File: src/rtl/alu_seq_if.sv
// alu_seq_if: handshake bus for the alu_seq execute unit.
// The request side carries op/operands, the response side carries result/zero.
interface alu_seq_if #(
  parameter int WIDTH = 32
);
  logic             inValid;
  logic             inReady;
  logic [2:0]       aluControl;
  logic [WIDTH-1:0] srcA;
  logic [WIDTH-1:0] srcB;
  logic             outValid;
  logic             outReady;
  logic [WIDTH-1:0] result;
  logic             zero;

  modport slave (
    input  inValid, aluControl, srcA, srcB, outReady,
    output inReady, outValid, result, zero
  );

  modport master (
    output inValid, aluControl, srcA, srcB, outReady,
    input  inReady, outValid, result, zero
  );
endinterface

File: src/rtl/alu_seq.sv
// alu_seq: registered, handshaked execute unit driven by the 3-bit aluControl.
// Single-cycle ops: add, sub, and, or, xor, slt.
// Optional macro ALU_SHIFT_EN builds the iterative one-bit-per-cycle shifter
// (sll/srl). Without it, ops 110/111 return result 0 with zero set.
module alu_seq #(
  parameter int WIDTH = 32
) (
  input  logic     clk,
  input  logic     rst_n,
  alu_seq_if.slave bus
);

  logic             w_out_free;
  logic             w_fire_in;
  logic             w_inReady;
  logic             w_load;
  logic [WIDTH-1:0] w_load_val;
  logic [WIDTH-1:0] w_alu;
  logic             r_outValid;
  logic [WIDTH-1:0] r_result;
  logic             r_zero;

  function automatic logic [WIDTH-1:0] alu_op(input logic [2:0] ctl,
                                              input logic [WIDTH-1:0] a,
                                              input logic [WIDTH-1:0] b);
    logic signed [WIDTH-1:0] sa;
    logic signed [WIDTH-1:0] sb;
    sa = a;
    sb = b;
    case (ctl)
      3'b000:  alu_op = a + b;
      3'b001:  alu_op = a - b;
      3'b010:  alu_op = a & b;
      3'b011:  alu_op = a | b;
      3'b100:  alu_op = a ^ b;
      3'b101:  alu_op = (sa < sb) ? WIDTH'(1) : '0;
`ifdef ALU_SHIFT_EN
      // Only reached for a shift by zero, which passes A through unchanged.
      default: alu_op = a;
`else
      default: alu_op = '0;
`endif
    endcase
  endfunction

  assign w_out_free = !r_outValid || bus.outReady;
  assign w_fire_in  = bus.inValid && w_inReady;
  assign w_alu      = alu_op(bus.aluControl, bus.srcA, bus.srcB);

`ifdef ALU_SHIFT_EN
  localparam int SHW = $clog2(WIDTH);

  typedef enum logic {S_IDLE, S_SHIFT} state_t;

  state_t           r_state;
  state_t           w_state_nxt;
  logic [WIDTH-1:0] r_work;
  logic [SHW-1:0]   r_cnt;
  logic             r_dir;
  logic             w_start;
  logic             w_step;
  logic             w_is_shift;
  logic [SHW-1:0]   w_amt;
  logic [WIDTH-1:0] w_shifted;

  assign w_is_shift = (bus.aluControl[2:1] == 2'b11);
  assign w_amt      = bus.srcB[SHW-1:0];
  assign w_shifted  = r_dir ? (r_work >> 1) : (r_work << 1);

  // State register.
  always_ff @(posedge clk) begin
    if (!rst_n) r_state <= S_IDLE;
    else        r_state <= w_state_nxt;
  end

  // Next-state, handshake and load decisions.
  always_comb begin
    w_state_nxt = r_state;
    w_inReady   = 1'b0;
    w_load      = 1'b0;
    w_load_val  = '0;
    w_start     = 1'b0;
    w_step      = 1'b0;
    case (r_state)
      S_IDLE: begin
        w_inReady = rst_n && w_out_free;
        if (bus.inValid && w_inReady) begin
          if (w_is_shift && (w_amt != '0)) begin
            w_start     = 1'b1;
            w_state_nxt = S_SHIFT;
          end else begin
            w_load     = 1'b1;
            w_load_val = w_alu;
          end
        end
      end
      S_SHIFT: begin
        if (r_cnt == SHW'(1)) begin
          // Last step waits for the output register to be free.
          if (w_out_free) begin
            w_step      = 1'b1;
            w_load      = 1'b1;
            w_load_val  = w_shifted;
            w_state_nxt = S_IDLE;
          end
        end else begin
          w_step = 1'b1;
        end
      end
      default: w_state_nxt = S_IDLE;
    endcase
  end

  // Shift work register, remaining-step counter and direction.
  always_ff @(posedge clk) begin
    if (!rst_n) begin
      r_work <= '0;
      r_cnt  <= '0;
      r_dir  <= 1'b0;
    end else if (w_start) begin
      r_work <= bus.srcA;
      r_cnt  <= w_amt;
      r_dir  <= bus.aluControl[0];
    end else if (w_step) begin
      r_work <= w_shifted;
      r_cnt  <= r_cnt - SHW'(1);
    end
  end
`else
  // Every op completes in one cycle; readiness depends only on the output.
  always_comb begin
    w_inReady  = rst_n && w_out_free;
    w_load     = w_fire_in;
    w_load_val = w_alu;
  end
`endif

  // Output register: load on completion, clear valid on drain, else hold.
  always_ff @(posedge clk) begin
    if (!rst_n) begin
      r_outValid <= 1'b0;
      r_result   <= '0;
      r_zero     <= 1'b0;
    end else if (w_load) begin
      r_outValid <= 1'b1;
      r_result   <= w_load_val;
      r_zero     <= (w_load_val == '0);
    end else if (bus.outReady) begin
      r_outValid <= 1'b0;
    end
  end

  assign bus.inReady  = w_inReady;
  assign bus.outValid = r_outValid;
  assign bus.result   = r_result;
  assign bus.zero     = r_zero;

endmodule

File: src/flat_wrapper.sv
// flat-port wrapper written by rule: the top's interface ports become plain ports
module alu_seq_flat 
#(
  parameter int WIDTH = 32
)
  (clk, rst_n, bus_inValid, bus_aluControl, bus_srcA, bus_srcB, bus_outReady, bus_inReady, bus_outValid, bus_result, bus_zero);
  alu_seq_if #(.WIDTH(WIDTH)) bus_i ();
  input  logic clk;
  input  logic rst_n;
  input wire logic [$bits(bus_i.inValid)-1:0] bus_inValid;
  input wire logic [$bits(bus_i.aluControl)-1:0] bus_aluControl;
  input wire logic [$bits(bus_i.srcA)-1:0] bus_srcA;
  input wire logic [$bits(bus_i.srcB)-1:0] bus_srcB;
  input wire logic [$bits(bus_i.outReady)-1:0] bus_outReady;
  output wire logic [$bits(bus_i.inReady)-1:0] bus_inReady;
  output wire logic [$bits(bus_i.outValid)-1:0] bus_outValid;
  output wire logic [$bits(bus_i.result)-1:0] bus_result;
  output wire logic [$bits(bus_i.zero)-1:0] bus_zero;
  assign bus_i.inValid = bus_inValid;
  assign bus_i.aluControl = bus_aluControl;
  assign bus_i.srcA = bus_srcA;
  assign bus_i.srcB = bus_srcB;
  assign bus_i.outReady = bus_outReady;
  assign bus_inReady = bus_i.inReady;
  assign bus_outValid = bus_i.outValid;
  assign bus_result = bus_i.result;
  assign bus_zero = bus_i.zero;
  alu_seq #(.WIDTH(WIDTH)) u_core (.clk(clk), .rst_n(rst_n), .bus(bus_i));
endmodule
File: config.mk
export PLATFORM = sky130hd
export DESIGN_NAME = alu_seq_flat
export DESIGN_NICKNAME = d
export VERILOG_FILES = /design/src/rtl/alu_seq_if.sv /design/src/rtl/alu_seq.sv /design/src/flat_wrapper.sv
export SDC_FILE = /design/constraint.sdc
export NUM_CORES = 1
export LEC_CHECK = 0
export ABC_AREA = 1
export CAP_MARGIN = 20
export CELL_PAD_IN_SITES_DETAIL_PLACEMENT = 1
export CELL_PAD_IN_SITES_GLOBAL_PLACEMENT = 1
export CORE_MARGIN = 4
export CORE_UTILIZATION = 23
export CTS_BUF_LIST = sky130_fd_sc_hd__clkbuf_16
export CTS_CLUSTER_DIAMETER = 150
export DETAILED_ROUTE_END_ITERATION = 8
export PLACE_DENSITY = 0.64
export SLEW_MARGIN = 20
export SYNTH_ARGS = -nofsm -noshare
export SYNTH_HDL_FRONTEND = slang
export SYNTH_SLANG_ARGS = --single-unit
export TNS_END_PERCENT = 10
File: constraint.sdc
create_clock -name clk -period 2.3 [get_ports clk]
set_input_delay 0.345 -clock clk [delete_from_list [all_inputs] [get_ports clk]]
set_output_delay 0.345 -clock clk [all_outputs]
set_load 0.02 [all_outputs]
# After elaboration in Yosys (flattened, before gate mapping)
# Index checks and enable logic that the tools add are counted.
[word_totals] reg_bits=34 latchBits=0 mem_bits_rw=0 out_inout_bits=35 mem_bits_ro=0 memories=0 inputBits=71
[classes] eq_ne=5 n_mux=4 n_div=0 reduce_logical=7 n_bitwise=3 n_lt_le_gt_ge=1 add_sub_neg=2 shift=0 multipliers=0
[op_table] operator="$pmux 32 s6" n=1
[op_table] operator="$add 32x32->32" n=1
[op_table] operator="$and 32x32->32" n=1
[op_table] operator="$logic_not 32->1" n=1
[op_table] operator="$lt 32x32->1" n=1
[op_table] operator="$or 32x32->32" n=1
[op_table] operator="$sub 32x32->32" n=1
[op_table] operator="$xor 32x32->32" n=1
[op_table] operator="$eq 3x2->1 const B" n=2
[op_table] operator="$eq 3x3->1 const B" n=2
[op_table] operator="$eq 3x1->1 const B" n=1
[op_table] operator="$logic_not 3->1" n=1
[op_table] operator="$mux 1" n=3
[op_table] operator="$logic_and 1x1->1" n=2
[op_table] operator="$reduce_bool 2->1" n=1
[op_table] operator="$logic_not 1->1" n=1
[op_table] operator="$logic_or 1x1->1" n=1

# Logic depth before layout (Yosys ltp)
[depth] ltp_word=5 ltp_mapped=22 ltp_nobuf=21

# Worst setup path after synthesis
# No wires, ideal clock.
[synth_timing] path_kind="input to register" from="input port bus_srcB[0]" to="register u_core.r_zero (netlist: u_core.bus.zero)" required_ps=2234 arrival_time_ps=2198 path_stages=17 setup_slack_ps=36 setup_time_ps=66 cell_sequence="ha_1 -> fa_1 -> nand2_4 -> nand2_1 -> nand3b_4 -> nand2_2 -> nand2_1 -> nand2_2 -> nand2_1 -> nand3_1 -> nand3_1 -> nand2_1 -> nor2_1 -> nand3_1 -> nor2_1 -> nand3_1 -> a21oi_2"
[synth_via] elab_chain_cells=4 word_cells_on_any_way=9
[synth_lines] element="from (decl)" line="flat_wrapper.sv:13" text="input wire logic [$bits(bus_i.srcB)-1:0] bus_srcB;"
[synth_lines] element="$lt 32x32->1" line="alu_seq.sv:36" text="3'b101: alu_op = (sa < sb) ? WIDTH'(1) : '0;"
[synth_lines] element="$mux 1" line="alu_seq.sv:36"
[synth_lines] element="$pmux 32 s6 *" line="alu_seq.sv:30" text="case (ctl)"
[synth_lines] element="$logic_not 32->1 *" line="alu_seq.sv:147" text="r_zero <= (w_load_val == '0);"
[synth_lines] element="to (signal assigned)" line="alu_seq.sv:147"
[synth_lines] element="to (decl)" line="alu_seq.sv:21" text="logic r_zero;"
# Every way passes the cells marked *; elsewhere a longest branch is shown, timed or not.
# A chain may end at the register's enable or synchronous reset.

# Final worst setup path
# Same ends and word-level chain as after synthesis.

==> results.cfg <==
[sta]
setup_violations = 1
fin_ws_ns = -0.0342
hold_viol = 0
worst_slew_pin_slew_ns = 0.555
rsz0062_at_grt = true
report.final.slew_viol_count = 0
fin_crit_ns = 2.33
fmax_ghz = 0.428
totalNegativeSetupSlack_ns = -0.0342
relSlewSlack = 0.630
finalClockSkew_ns = 0.00398
holdWs_ns = 0.457
post-route-period-util = 1.01

[detailed_routing]
drt-wirelength-per-cell_microns = 17.4
drc = 0
postRouteAntennaNets = 0
wl_mm = 41.7
vias = 11000
dr.pass1.iters = 5
drt_iter0_drc = 439
viasPerCell = 4.61

[global_routing]
grtUsageMet3 = 0.0190
grt_pass1_vias = 11300
grtUsageTotal = 0.197
grt_max_degree = 65
gr-total-overflow = 0
grt_pass1_wl_mm = 61.0
grt.busiest_layer = met2
grt_util_met1 = 0.276
use_met2 = 0.335
antenna_found_initial = 0

[worst_setup_path]
critPathBufInv = 1
reg2reg_from = u_core.bus.outValid
path_cells = buf_8 -> ha_4 -> fa_2 -> nand2_4 -> a21oi_4 -> or2_0 -> nand3_1 -> nand2_2 -> nor2_4 -> nand2_2 -> nor2_4 -> nand3_2 -> nor2_1 -> nand2_1 -> nor2_2 -> nand3_2 -> a21oi_2
cp_data_required_time_ns = 2.51
critPathArrivalTime_ns = 2.55
crit_family = simple AND/OR/NAND/NOR gates
startpoint = bus_srcB[0]
slowest_delay_ns = 0.37
crit_slowest_cell = fa_2
cp_max_fo = 3
start_kind = input port
critical_path_class = input port to flop
worst_setup_path_end_kind = flop

[placed_design]
globalplace.congestion = 0.935
io_buffers = 105
hpwl_mm = 33.4
placed_cells_incl_taps = 2319

[finish]
nFillCells = 4404
num_antenna_cells = 0
syn2layout_area_growth_pct = 82.9
final_net_count = 2112
layout_commonest_cell = buf_4
final_cell_mix = buf_4 (347), nand2_1 (309), inv_1 (195)
fin_util = 0.429
final_cells = 2393
drive_above_1_share = 0.525

[outcome]
violations = setup timing
status = complete, but fails checks

[clocking]
cts_buffers = 5
clock_sinks = 34
clock_path_buffers = 2
cts-root-buf = clkbuf_16
cts_tree = done
clkLatencyLatePin_ns = 0.28
clk_pin_slew_ns = 0.05
htreeDepth = 2
postCtsHoldBufs = 0

[floorplanning]
die_h_microns = 196
die_area_sq_um = 38600
die_w_microns = 196
core_sq_um = 34800
start_util = 0.235
rows = 68
ios = 106

[pwr]
leakage_nw = 7.96
p_per_area_nw_per_um2 = 343
ir_worst_vdd_mv = 0.420

[yosys]
ys_seq_area_frac = 0.0834
yosysUniqueCellTypes = 42
synth_cells = 1492
syn-num-nets = 1666
syn_area_per_cell_sq_um = 5.47
yosysWarnings = 0
synth_area_sq_um = 8160
ys_ff_latch = 34

[min_path]
min_from = u_core.bus.result[6]
hp-class = flop to flop

[run]
max_cap_violations = 0
timing repair:
item	4_1_cts	5_1_grt
gates resized for setup	398	486
endpoints found under the setup margin	30	24
setup buffers	22	48
pin swaps	94	214
worst paths after layout:
path | slack (ns) | cells after the start | to
max | -0.03 | 17 | u_core.bus.zero
min | 0.46 | 2 | u_core.bus.result[6]
max reg2reg | 0.61 | 11 | u_core.bus.zero
min reg2reg | 0.46 | 2 | u_core.bus.result[6]
through the flow:
step,total power [mW],instance area [sq um],worst slack [ns]
after detailed placement,3.52,11900,-1.04
after CTS,4.55,13400,-0.283
after floorplan,2.10,8160,0.0358
after global placement,3.45,11900,-1.03
final,5.12,14900,-0.0342
after global routing,5.46,14900,-0.137
power by group:
| part | internal, mW | total [mW] | switching, mW |
|---|---|---|---|
| Clock | 0.390 | 0.625 | 0.235 |
| Combinational | 1.69 | 3.81 | 2.12 |
| Sequential | 0.647 | 0.679 | 0.0326 |
| Total | 2.73 | 5.12 | 2.39 |
synthesized netlist by cell type, drive strengths merged:
cell type / count / area (sq um)
nor3: 21 / 156
o21a: 1 / 7.51
nor2: 132 / 628
o211ai: 1 / 7.51
o21bai: 7 / 56.3
dfxtp: 34 / 681
a21boi: 1 / 7.51
and2: 4 / 25.0
and3: 3 / 18.8
or2: 1 / 6.26
buf: 42 / 354
nor4: 1 / 6.26
o31ai: 1 / 7.51
o22ai: 27 / 169
o221ai: 1 / 8.76
clkinv: 2 / 7.51
nand3b: 2 / 27.5
a21oi: 77 / 408
fa: 2 / 40.0
nand4: 15 / 93.8
a221oi: 1 / 8.76
ha: 101 / 1260
o21ai: 38 / 190
nand2: 490 / 1910
nand3: 161 / 851
inv: 315 / 1180
clkbuf: 11 / 41.3
area by class of cell:
type / instances / area (sq um) / area share
multi-input cells: 1088 / 8210 / 0.550
repair buffers: 492 / 4110 / 0.275
inverters: 317 / 1220 / 0.0819
flip-flops and latches: 34 / 681 / 0.0456
well taps: 455 / 569 / 0.0381
clock buffers: 5 / 125 / 0.00838
clock inverters: 2 / 10.0 / 0.000670
flip-flops by register name (all words and copies together) (netlist names):
signal and cells:
u_core.bus.outValid 1, u_core.bus.zero 1, u_core.bus.result 32
tightest hold or removal path: stages, from the launching register on:
cell and delay (ns):
dfxtp_1 0.30, nand2_1 0.05, a21oi_1 0.05
routing by layer:
layer / share of wire / wire length [microns]
met4: 0.016 / 686
met2: 0.48 / 20000
met3: 0.050 / 2100
met1: 0.45 / 19000
met5: 0 / 0
logic make-up (layout without fill, tap and decap cells):
kind of cell | count (synthesis) | after routing | synth area share
adder cells (fa/ha/maj) | 103 | 103 | 0.160
AO/OA/AOI/OAI | 155 | 155 | 0.107
flip-flops | 34 | 34 | 0.0834
AND/OR/NAND/NOR | 830 | 830 | 0.456
buffers and inverters | 370 | 816 | 0.194
Power figures use the tool's default switching activity.
